### src/rtl/multi_timer_ip_if.sv
// Configuration, control and status bundle of the multi-channel timer.
// The master side programs the timer; the slave side is the timer itself.
interface multi_timer_ip_if #(
    parameter int NUM_CH     = 4,
    parameter int WIDTH      = 16,
    parameter int PRESCALE_W = 8,
    parameter int CH_IDX_W   = (NUM_CH > 1) ? $clog2(NUM_CH) : 1
);
    logic [PRESCALE_W-1:0]   prescale_div;
    logic [NUM_CH-1:0]       ch_enable;
    logic [NUM_CH-1:0]       ch_periodic;
    logic [NUM_CH-1:0]       ch_clear;
    logic                    cfg_wr;
    logic [CH_IDX_W-1:0]     cfg_ch;
    logic [WIDTH-1:0]        cfg_compare;
    logic [NUM_CH-1:0]       irq_ack;
    logic [NUM_CH-1:0]       irq_mask;
    logic [NUM_CH*WIDTH-1:0] ch_value;
    logic [NUM_CH-1:0]       irq_pending;
    logic                    irq_any;

    modport master (
        output prescale_div, ch_enable, ch_periodic, ch_clear,
               cfg_wr, cfg_ch, cfg_compare, irq_ack, irq_mask,
        input  ch_value, irq_pending, irq_any
    );

    modport slave (
        input  prescale_div, ch_enable, ch_periodic, ch_clear,
               cfg_wr, cfg_ch, cfg_compare, irq_ack, irq_mask,
        output ch_value, irq_pending, irq_any
    );
endinterface

### src/rtl/multi_timer_ip.sv
// NUM_CH independent up-counting timer channels sharing one free-running prescaler,
// each with a compare register, one-shot/periodic mode and a sticky pending flag.
module multi_timer_ip #(
    parameter int NUM_CH     = 4,
    parameter int WIDTH      = 16,
    parameter int PRESCALE_W = 8,
    parameter int CH_IDX_W   = (NUM_CH > 1) ? $clog2(NUM_CH) : 1
) (
    input  logic               clk,
    input  logic               rst,
    multi_timer_ip_if.slave    bus
);

    // IDLE is not stored: a channel is idle whenever its enable is low and
    // resumes in the state held here when the enable returns.
    typedef enum logic {
        ST_RUN,
        ST_EXPIRED
    } ch_state_t;

    logic [PRESCALE_W-1:0] prescaler;
    logic                  tick;
    logic [WIDTH-1:0]      counter [NUM_CH];
    logic [WIDTH-1:0]      compare [NUM_CH];
    ch_state_t             state   [NUM_CH];
    logic [NUM_CH-1:0]     pending;
    logic [NUM_CH-1:0]     running;
    logic [NUM_CH-1:0]     match;

    assign tick = (prescaler == bus.prescale_div);

    // A divisor lowered below the current count lets the prescaler run on to its natural wrap.
    always_ff @(posedge clk or posedge rst) begin
        if (rst) begin
            prescaler <= '0;
        end else if (tick) begin
            prescaler <= '0;
        end else begin
            prescaler <= prescaler + PRESCALE_W'(1);
        end
    end

    always_comb begin
        running = '0;
        match   = '0;
        for (int i = 0; i < NUM_CH; i++) begin
            running[i] = bus.ch_enable[i] && (state[i] == ST_RUN);
            match[i]   = running[i] && tick && (counter[i] == compare[i]);
        end
    end

    always_ff @(posedge clk or posedge rst) begin
        if (rst) begin
            for (int i = 0; i < NUM_CH; i++) begin
                compare[i] <= '1;
            end
        end else if (bus.cfg_wr && (int'(bus.cfg_ch) < NUM_CH)) begin
            compare[bus.cfg_ch] <= bus.cfg_compare;
        end
    end

    // Clear beats match, and a match beats an acknowledge in the same cycle.
    always_ff @(posedge clk or posedge rst) begin
        if (rst) begin
            for (int i = 0; i < NUM_CH; i++) begin
                counter[i] <= '0;
                state[i]   <= ST_RUN;
            end
            pending <= '0;
        end else begin
            for (int i = 0; i < NUM_CH; i++) begin
                if (bus.ch_clear[i]) begin
                    counter[i] <= '0;
                    state[i]   <= ST_RUN;
                    pending[i] <= 1'b0;
                end else if (match[i]) begin
                    pending[i] <= 1'b1;
                    if (bus.ch_periodic[i]) begin
                        counter[i] <= '0;
                    end else begin
                        state[i] <= ST_EXPIRED;
                    end
                end else begin
                    if (running[i] && tick) begin
                        counter[i] <= counter[i] + WIDTH'(1);
                    end
                    if (bus.irq_ack[i]) begin
                        pending[i] <= 1'b0;
                    end
                end
            end
        end
    end

    for (genvar g = 0; g < NUM_CH; g++) begin : g_value
        assign bus.ch_value[g*WIDTH +: WIDTH] = counter[g];
    end

    assign bus.irq_pending = pending;
    assign bus.irq_any     = |(pending & bus.irq_mask);

endmodule

### src/flat_wrapper.sv
// flat-port wrapper written by rule: the top's interface ports become plain ports
module multi_timer_ip_flat 
#(
    parameter int NUM_CH     = 4,
    parameter int WIDTH      = 16,
    parameter int PRESCALE_W = 8,
    parameter int CH_IDX_W   = (NUM_CH > 1) ? $clog2(NUM_CH) : 1
)
  (clk, rst, bus_prescale_div, bus_ch_enable, bus_ch_periodic, bus_ch_clear, bus_cfg_wr, bus_cfg_ch, bus_cfg_compare, bus_irq_ack, bus_irq_mask, bus_ch_value, bus_irq_pending, bus_irq_any);
  multi_timer_ip_if #(.NUM_CH(NUM_CH), .WIDTH(WIDTH), .PRESCALE_W(PRESCALE_W), .CH_IDX_W(CH_IDX_W)) bus_i ();
  input  logic clk;
  input  logic rst;
  input wire logic [$bits(bus_i.prescale_div)-1:0] bus_prescale_div;
  input wire logic [$bits(bus_i.ch_enable)-1:0] bus_ch_enable;
  input wire logic [$bits(bus_i.ch_periodic)-1:0] bus_ch_periodic;
  input wire logic [$bits(bus_i.ch_clear)-1:0] bus_ch_clear;
  input wire logic [$bits(bus_i.cfg_wr)-1:0] bus_cfg_wr;
  input wire logic [$bits(bus_i.cfg_ch)-1:0] bus_cfg_ch;
  input wire logic [$bits(bus_i.cfg_compare)-1:0] bus_cfg_compare;
  input wire logic [$bits(bus_i.irq_ack)-1:0] bus_irq_ack;
  input wire logic [$bits(bus_i.irq_mask)-1:0] bus_irq_mask;
  output wire logic [$bits(bus_i.ch_value)-1:0] bus_ch_value;
  output wire logic [$bits(bus_i.irq_pending)-1:0] bus_irq_pending;
  output wire logic [$bits(bus_i.irq_any)-1:0] bus_irq_any;
  assign bus_i.prescale_div = bus_prescale_div;
  assign bus_i.ch_enable = bus_ch_enable;
  assign bus_i.ch_periodic = bus_ch_periodic;
  assign bus_i.ch_clear = bus_ch_clear;
  assign bus_i.cfg_wr = bus_cfg_wr;
  assign bus_i.cfg_ch = bus_cfg_ch;
  assign bus_i.cfg_compare = bus_cfg_compare;
  assign bus_i.irq_ack = bus_irq_ack;
  assign bus_i.irq_mask = bus_irq_mask;
  assign bus_ch_value = bus_i.ch_value;
  assign bus_irq_pending = bus_i.irq_pending;
  assign bus_irq_any = bus_i.irq_any;
  multi_timer_ip #(.NUM_CH(NUM_CH), .WIDTH(WIDTH), .PRESCALE_W(PRESCALE_W), .CH_IDX_W(CH_IDX_W)) u_core (.clk(clk), .rst(rst), .bus(bus_i));
endmodule
### config.mk
export PLATFORM = sky130hd
export DESIGN_NAME = multi_timer_ip_flat
export DESIGN_NICKNAME = d
export VERILOG_FILES = /design/src/rtl/multi_timer_ip_if.sv /design/src/rtl/multi_timer_ip.sv /design/src/flat_wrapper.sv
export SDC_FILE = /design/constraint.sdc
export NUM_CORES = 1
export LEC_CHECK = 0
export CAP_MARGIN = 25
export CORE_MARGIN = 2
export CORE_UTILIZATION = 55
export CTS_CLUSTER_DIAMETER = 80
export DETAILED_ROUTE_END_ITERATION = 10
export PLACE_DENSITY_LB_ADDON = 0.12
export SLEW_MARGIN = 20
export SYNTH_ARGS = -nofsm -noshare
export SYNTH_HDL_FRONTEND = slang
export SYNTH_SLANG_ARGS = --single-unit
### constraint.sdc
create_clock -name clk -period 5.75 [get_ports clk]
set_clock_uncertainty 0.05 [all_clocks]
set_input_delay 1.15 -clock clk [delete_from_list [all_inputs] [get_ports clk]]
set_output_delay 1.15 -clock clk [all_outputs]
set_load 0.05 [all_outputs]
Word level (Yosys, flattened, before mapping). Index checks and enable logic that the tools add are counted.

Multiply operators: 0. Shifts and indexed selects: 0. Eq/ne operators: 13. Reductions and logical operators: 34. Bitwise operators: 6. Add/subtract/negate cells: 5. Muxes and demuxes: 44. Div/mod/pow operators: 0. $lt $le $gt $ge: 2.

Operator list (number): $mux W16 (17); $add A16 B1 Y16 const B (4); $bwmux W64 (1); $eq A16 B16 Y1 (4); $demux W16 S2 (1); $mux W1 (24); $reduce_bool A3 Y1 (8); $reduce_and A2 Y1 (8); $logic_and A1 B1 Y1 (13); $ne A3 B3 Y1 const B (4); $add A8 B1 Y8 const B (1); $eq A8 B8 Y1 (1); $mux W8 (1); $ne A2 B1 Y1 const B (4); $reduce_bool A2 Y1 (4); $and A4 B4 Y4 (1); $not A1 Y1 (4); $reduce_or A4 Y1 (1); $ge A3 B3 Y1 const B (1); $lt A3 B1 Y1 const B (1); $not A2 Y3 (1).

Memories: 0. Logic and storage cells: 121. Latch bits: 0. Flip-flop bits (word level): 144. Memory bits (read-only): 0. RAM bits: 0. Input port bits: 49.

Depth between registers and ports, before layout. Gate-level depths: netlist of run 1.

Word-level depth: 6. Depth in mapped cells: 8. Depth with buffers taken out: 7.

Worst setup path before layout of run 1. OpenSTA, ideal clock, no wires.

Path type: input-to-reg. Start point: input port bus_prescale_div[1]. End point: register u_core.counter (netlist bit u_core.bus.ch_value[7]). Buffers on the path: 1. Cell stages on the path: 7. Library setup time: 0.126 ns. Data arrival time: 2.665 ns. Path slack: 2.909 ns. Path through: xnor2_1 nand4_2 or2_1 buf_2 o31a_1 and3_1 a221o_1.

Word-level cells in the longest chain between the ends: 5. Elaborated cells on any way between the ends: 8. Those cells by class: eq/ne (2); mux (2); reduce/logical (4).

RTL lines: from (decl) (line flat_wrapper.sv:13) `input wire logic [$bits(bus_i.prescale_div)-1:0] bus_prescale_div;`; $eq A8 B8 Y1 * (line multi_timer_ip.sv:30) `assign tick = (prescaler == bus.prescale_div);`; $logic_and A1 B1 Y1 * (line multi_timer_ip.sv:48, multi_timer_ip.sv:84); $logic_and A1 B1 Y1 (line multi_timer_ip.sv:48) `match[i] = running[i] && tick && (counter[i] == compare[i]);`; $ne A3 B3 Y1 (no source line) (tied with other cells); $reduce_and A2 Y1 (no source line) or $mux W16 (tied branches); to (signal, indexed assignment) (line multi_timer_ip.sv:85) `counter[i] <= counter[i] + WIDTH'(1);`; to (decl) (line multi_timer_ip.sv:23) `logic [WIDTH-1:0] counter [NUM_CH];`.

Every way passes the cells marked *; elsewhere a longest branch is shown, timed or not. A chain may end at the register's enable or synchronous reset.

Worst setup path after layout of run 1.
Start point: input port bus_irq_mask[0]. End point: output port bus_irq_any.

Word-level cells in the longest chain between the ends: 2.

RTL lines: from (decl) (line flat_wrapper.sv:21) `input wire logic [$bits(bus_i.irq_mask)-1:0] bus_irq_mask;`; $and A4 B4 Y4 (line multi_timer_ip.sv:100) `assign bus.irq_any = |(pending & bus.irq_mask);`; $reduce_or A4 Y1 (line multi_timer_ip.sv:100); to (decl) (line flat_wrapper.sv:24) `output wire logic [$bits(bus_i.irq_any)-1:0] bus_irq_any;`.

Every way passes these cells.

==> results_dict.tcl, run 1 <==
set metrics [dict create \
    status "finished clean" \
    antenna_found_initial 0 \
    rows 43 \
    synth-edff-count 0 \
    finalSetupViolations 0 \
    synth_top_flop_cell "dfrtp_1" \
    hold_depth 1 \
    maxSlewHeadroom_pct 34.87 \
    yosysSeqAreaShare_pct 48.11 \
    syn_nets 776 \
    r2r_setup_slack_ns 2.83 \
    finalCritPeriodShare_pct 67.67 \
    root_buffer "clkbuf_16" \
    synth_cell_type_count 56 \
    p_comb_share_pct 14.3 \
    initial_core_util_pct 55.80 \
    drive_above_1_share_pct 21.18 \
    die_w_um 122.0 \
    drv_slew 0 \
    gp_congestion 0.8268 \
    syn_area_sq_mm 0.007656 \
    p_clk_share_pct 37.0 \
    die_area_sq_mm 0.01488 \
    numPortBuffers 117 \
    cts_made_buffers 17 \
    holdCritStartpoint "u_core.state[3]" \
    final_common_cell "clkdlybuf4s50_1" \
    drc 0 \
    power.internal_mw 1.984 \
    period_needed_ns 3.891 \
    area_growth_pct 24.02 \
    place_area_sq_mm 0.008969 \
    cts_resized 0 \
    detail-route-antenna-nets 0 \
    synth_warnings 0 \
    crit_buf_inv 2 \
    dr.max_layer_used "met4" \
    rr_worst_depth 6 \
    p_sw_share_pct 25.42 \
    cts_tree "built" \
    r2r_start "u_core.bus.ch_value[52]" \
    pin_count 118 \
    avgSynthCellArea_sq_um 10.60 \
    routed_wl_um 19140 \
    path_cells "clkdlybuf4s50_1, a22oi_1, nand2_1, clkdlybuf4s50_1" \
    final_area_sq_mm 0.009495 \
    cts_hold_buf 0 \
    worst_pin_slew_ns 0.9770 \
    wl_met1_um 8409 \
    num_antenna_cells 0 \
    critical_path.max_fanout 1 \
    synth-async-reset-ratio_pct 100.0 \
    grt_pass1_wl_um 30050 \
    fp.dieH_um 122.0 \
    path_common_cell "clkdlybuf4s50_1" \
    p_per_area_mw_per_mm2 280.1 \
    whs_ns 0.4347 \
    path_clk_slew_ns 0.06 \
    wl_met3_um 1029 \
    grt_use_total_pct 26.26 \
    grt_setup_unrepaired "false" \
    fin_nets 893 \
    vias 6146 \
    path_class "primary input to primary output" \
    crit_slowest_cell "clkdlybuf4s50_1" \
    syn_inst 722 \
    ys_ff_latch 144 \
    r2r-end "u_core.bus.ch_value[50]" \
    clk_latency_ns 0.43 \
    max_stage_delay_ns 0.71 \
    drt-initial-drc-count 422 \
    hold_path.class "flop to flop" \
    crit_arrival_ns 2.69 \
    grt_pass1_vias 5921 \
    p_leak_nw 4.015 \
    min_to "u_core.state[3]" \
    dr_wl_met2_um 9422 \
    clock-sinks 144 \
    dpl.cell_count 998 \
    cp-start-kind "primary input" \
    cts_buffer_depth 2 \
    wire_per_inst_um 18.58 \
    power.total_mw 2.660 \
    coreArea_sq_mm 0.01372 \
    htree_levels 4 \
    setup-tns-final_ns 0 \
    endpoint_kind "primary output" \
    viasPerCell 5.967 \
    post-cts-setup-buffer-count 0 \
    place_hpwl_um 13490 \
    fmax_mhz 257.0 \
    mostFrequentLayoutCells "117 x clkdlybuf4s50_1, 80 x dfrtp_1, 65 x mux2_2" \
    drv_cap 0 \
    grt_max_degree 69 \
    overflow 0 \
    power.switching_mw 0.6763 \
    drtPass1Iterations 5 \
    final_cells 1030 \
    path_delay_family "buffers and inverters" \
    vdd_drop_max_mv 0.2035 \
    hold_violations 0 \
    cp.required_ns 4.55 \
    p_seq_share_pct 48.7 \
]
## cell families (layout without fill, tap and decap cells)
family                     Yosys count  in the layout  share of synthesized area (%)
AOI/OAI and AO/OA                   84             84                          8.564
muxes                               69             69                          10.08
DFF                                144            144                          48.11
and+or+nand+nor                    299            299                          20.89
buffers and inverters               43            171                          2.517
adders and majority gates            5              5                         0.8171
xor gates and xnor gates            78             78                          9.021
## metrics by stage
stage               utilization, %  worst slack [ns]
CTS                          69.12             1.826
finish                       69.21             1.859
floorplan                        -            0.7896
global route                 69.21             1.761
detailed placement           65.37             1.826
global placement             65.23             1.820
## cell usage after synthesis (6+ instances only)
cell / count / area share [%]
dfrtp_1: 80 / 26
xnor2_1: 24 / 2.7
a221o_1: 25 / 3.3
nand2b_1: 7 / 0.57
or3_1: 17 / 1.4
clkbuf_1: 9 / 0.44
buf_2: 13 / 0.85
mux2_2: 65 / 9.6
or2_2: 11 / 0.90
a21oi_1: 12 / 0.78
xor2_1: 53 / 6.1
nand3_1: 60 / 3.9
nor2_1: 48 / 2.4
nand2_1: 53 / 2.6
inv_1: 18 / 0.88
nor2b_1: 6 / 0.49
nand3b_1: 6 / 0.59
nor3_1: 7 / 0.46
nor4_1: 12 / 0.98
o21ai_0: 14 / 0.92
and3_1: 30 / 2.5
dfstp_2: 64 / 22
nand4_1: 19 / 1.6
## registers in the layout, summed over array words and instances (netlist names)
name / flops
u_core.bus.irq_pending: 4
u_core.compare: 64
u_core.state: 4
u_core.prescaler: 8
u_core.bus.ch_value: 64
## per-layer routing
metal	vias up	GRT usage, %
met1	3077	35.02
met4	0	8.836
li1	2853	-
met3	26	5.243
met5	-	0
met2	190	43.09
## worst max-delay path by stage
stage               slack (ns)  cells after the start                      to       startpoint
floorplan                 0.79                      1  u_core.bus.ch_value[0]              rst
global placement          1.82                      4             bus_irq_any  bus_irq_mask[0]
detailed placement        1.83                      4             bus_irq_any  bus_irq_mask[0]
CTS                       1.83                      4             bus_irq_any  bus_irq_mask[0]
global route              1.76                      4             bus_irq_any  bus_irq_mask[0]
finish                    1.86                      4             bus_irq_any  bus_irq_mask[0]
## final cells by class
cell class	count	area, sq um
Sequential cell	144	3684
Multi-Input combinational cell	535	3785
Timing Repair Buffer	123	1217
Fill cell	1058	4224
Inverter	18	70.07
Clock buffer	30	514.2
Tap cell	180	225.2
## power by group through the flow
stage          clock (mW)  combinational, mW  sequential (mW)
2_1_floorplan           0              0.266             1.29
3_3_place_gp            0              0.360             1.31
3_5_place_dp            0              0.375             1.31
4_1_cts             0.989              0.381             1.30
5_1_grt              1.03              0.417             1.31
6_report            0.983              0.380             1.30
(Power assumes the default switching activity.)
==> run 2, diff against run 1 <==
--- a/config.mk
+++ b/config.mk
@@ -7,7 +7,7 @@
 export LEC_CHECK = 0
 export CAP_MARGIN = 25
 export CORE_MARGIN = 2
-export CORE_UTILIZATION = 55
+export CORE_UTILIZATION = 49
 export CTS_CLUSTER_DIAMETER = 80
 export DETAILED_ROUTE_END_ITERATION = 10
 export PLACE_DENSITY_LB_ADDON = 0.12
==> constraint.sdc (replaced) <==
create_clock -name clk -period 3.2 [get_ports clk]
set_clock_uncertainty 0.05 [all_clocks]
set_input_delay 0.64 -clock clk [delete_from_list [all_inputs] [get_ports clk]]
set_output_delay 0.64 -clock clk [all_outputs]
set_load 0.05 [all_outputs]
==> run 2 against run 1 <==
  * Cell area up 2.2%
  * Global-route usage down 1.9 points
  * Die area up 12%
  * Sequential power up 79%
  * Worst hold slack better by 0.017 ns
  * Via count up 0.65%
  * Clock power up 96%
  * Flip-flop and latch count unchanged
  * Combinational power up 81%
  * Setup slack worse by 1.6 ns
  * Highest routed layer unchanged
  * Core utilization down 5.6 points
==> results_dict.tcl, run 2 (synthesized netlist as in run 1, its figures left out) <==
set metrics [dict create \
    status "finished clean" \
    cts_tree "built" \
    drtPass1Iterations 5 \
    viasPerCell 5.760 \
    grt_use_total_pct 24.31 \
    clock-sinks 144 \
    r2r-end "u_core.bus.ch_value[63]" \
    p_leak_nw 4.116 \
    crit_arrival_ns 2.26 \
    detail-route-antenna-nets 0 \
    endpoint_kind "primary output" \
    finalCritPeriodShare_pct 92.09 \
    crit_path_end "bus_irq_any" \
    gp_congestion 0.8407 \
    place_area_sq_mm 0.009115 \
    fp.dieH_um 129 \
    setup-tns-final_ns 0 \
    path_clk_slew_ns 0.05 \
    area_growth_pct 26.75 \
    fillers 1241 \
    mostFrequentLayoutCells "117 x clkdlybuf4s50_1, 80 x dfrtp_1, 65 x mux2_2" \
    rr_worst_depth 7 \
    grt_pass1_vias 6061 \
    overflow 0 \
    routed_wl_um 19690 \
    p_per_area_mw_per_mm2 510.3 \
    cts_made_buffers 17 \
    final_common_cell "clkdlybuf4s50_1" \
    die_w_um 129 \
    die_area_sq_mm 0.01664 \
    maxSlewHeadroom_pct 47.12 \
    period_needed_ns 2.947 \
    holdCritStartpoint "u_core.state[2]" \
    coreArea_sq_mm 0.01526 \
    r2r_start "u_core.bus.ch_value[52]" \
    critical_path.max_fanout 1 \
    root_buffer "clkbuf_16" \
    drt-initial-drc-count 528 \
    wire_per_inst_um 18.33 \
    grt_setup_unrepaired "false" \
    vias 6186 \
    cts_resized 0 \
    worst_pin_slew_ns 0.7908 \
    pin_count 118 \
    finalSetupViolations 0 \
    crit_start "bus_irq_mask[0]" \
    initial_core_util_pct 50.18 \
    drc 0 \
    final_area_sq_mm 0.009704 \
    rows 45 \
    vdd_drop_max_mv 0.3589 \
    place_hpwl_um 13820 \
    numPortBuffers 117 \
    fmax_mhz 339.4 \
    cts_buffer_depth 2 \
    hold_path.class "flop to flop" \
    grt_pass1_wl_um 31280 \
    r2r_setup_slack_ns 0.56 \
    fin_nets 904 \
    power.total_mw 4.952 \
    hold_violations 0 \
    drv_slew 0 \
    dpl.cell_count 1042 \
    drive_above_1_share_pct 23.06 \
    path_class "primary input to primary output" \
    clk_latency_ns 0.42 \
    cp.required_ns 2.51 \
    htree_levels 4 \
    final_cells 1074 \
    grt_max_degree 145 \
    drv_cap 0 \
    post-cts-setup-buffer-count 0 \
    cp-start-kind "primary input" \
    num_antenna_cells 0 \
    cts_hold_buf 0 \
    antenna_found_initial 0 \
]
==> run 2: area by class of cell <==
type	instances	area [sq um]	area share (%)
multi-input cells	535	3785	39.00
clock buffers	28	569.3	5.866
well taps	211	264.0	2.720
clock inverters	4	20.02	0.2063
flip-flops and latches	144	3684	37.96
repair buffers	134	1311	13.51
inverters	18	71.32	0.7349
==> run 2: stage by stage <==
step                      setup WS [ns]  util (%)  hold WS [ns]
after floorplan                  0.7572         -        0.4040
after global placement           0.2135     59.74        0.4146
after detailed placement         0.1951     59.74        0.4373
after CTS                        0.2375     63.60        0.4525
after global routing             0.2108     63.60        0.4876
final                            0.2533     63.60        0.4515
==> run 2: worst min-delay path by stage <==
stage | slack [ns] | to | cells past startpoint
after detailed placement | 0.44 | u_core.state[2] | 2
after global routing | 0.49 | u_core.state[3] | 1
after floorplan | 0.40 | u_core.state[2] | 2
final | 0.45 | u_core.state[2] | 2
after global placement | 0.41 | u_core.state[3] | 1
after CTS | 0.45 | u_core.state[2] | 2
==> run 2: critical path, stage by stage <==
cell,delay (ns)
clkdlybuf4s50_1,0.39
a22oi_1,0.40
nand2_1,0.10
clkdlybuf4s50_1,0.72
==> run 2: metal layers <==
metal / routed length, um / global-route usage (%) / part of all wire [%] / vias to the layer above
met5: 0 / 0 / 0 / -
met4: 391 / 8.760 / 2.0 / 0
met3: 955 / 4.574 / 4.9 / 38
met2: 9721 / 40.09 / 49 / 199
met1: 8617 / 32.24 / 44 / 3066
li1: - / - / - / 2883
==> run 2: power by group <==
group | total [mW] | switching, mW | leakage, nW | internal (mW)
combinational | 0.686 | 0.322 | 2.04 | 0.365
sequential | 2.33 | 0.191 | 1.78 | 2.14
clock | 1.93 | 0.729 | 0.296 | 1.20
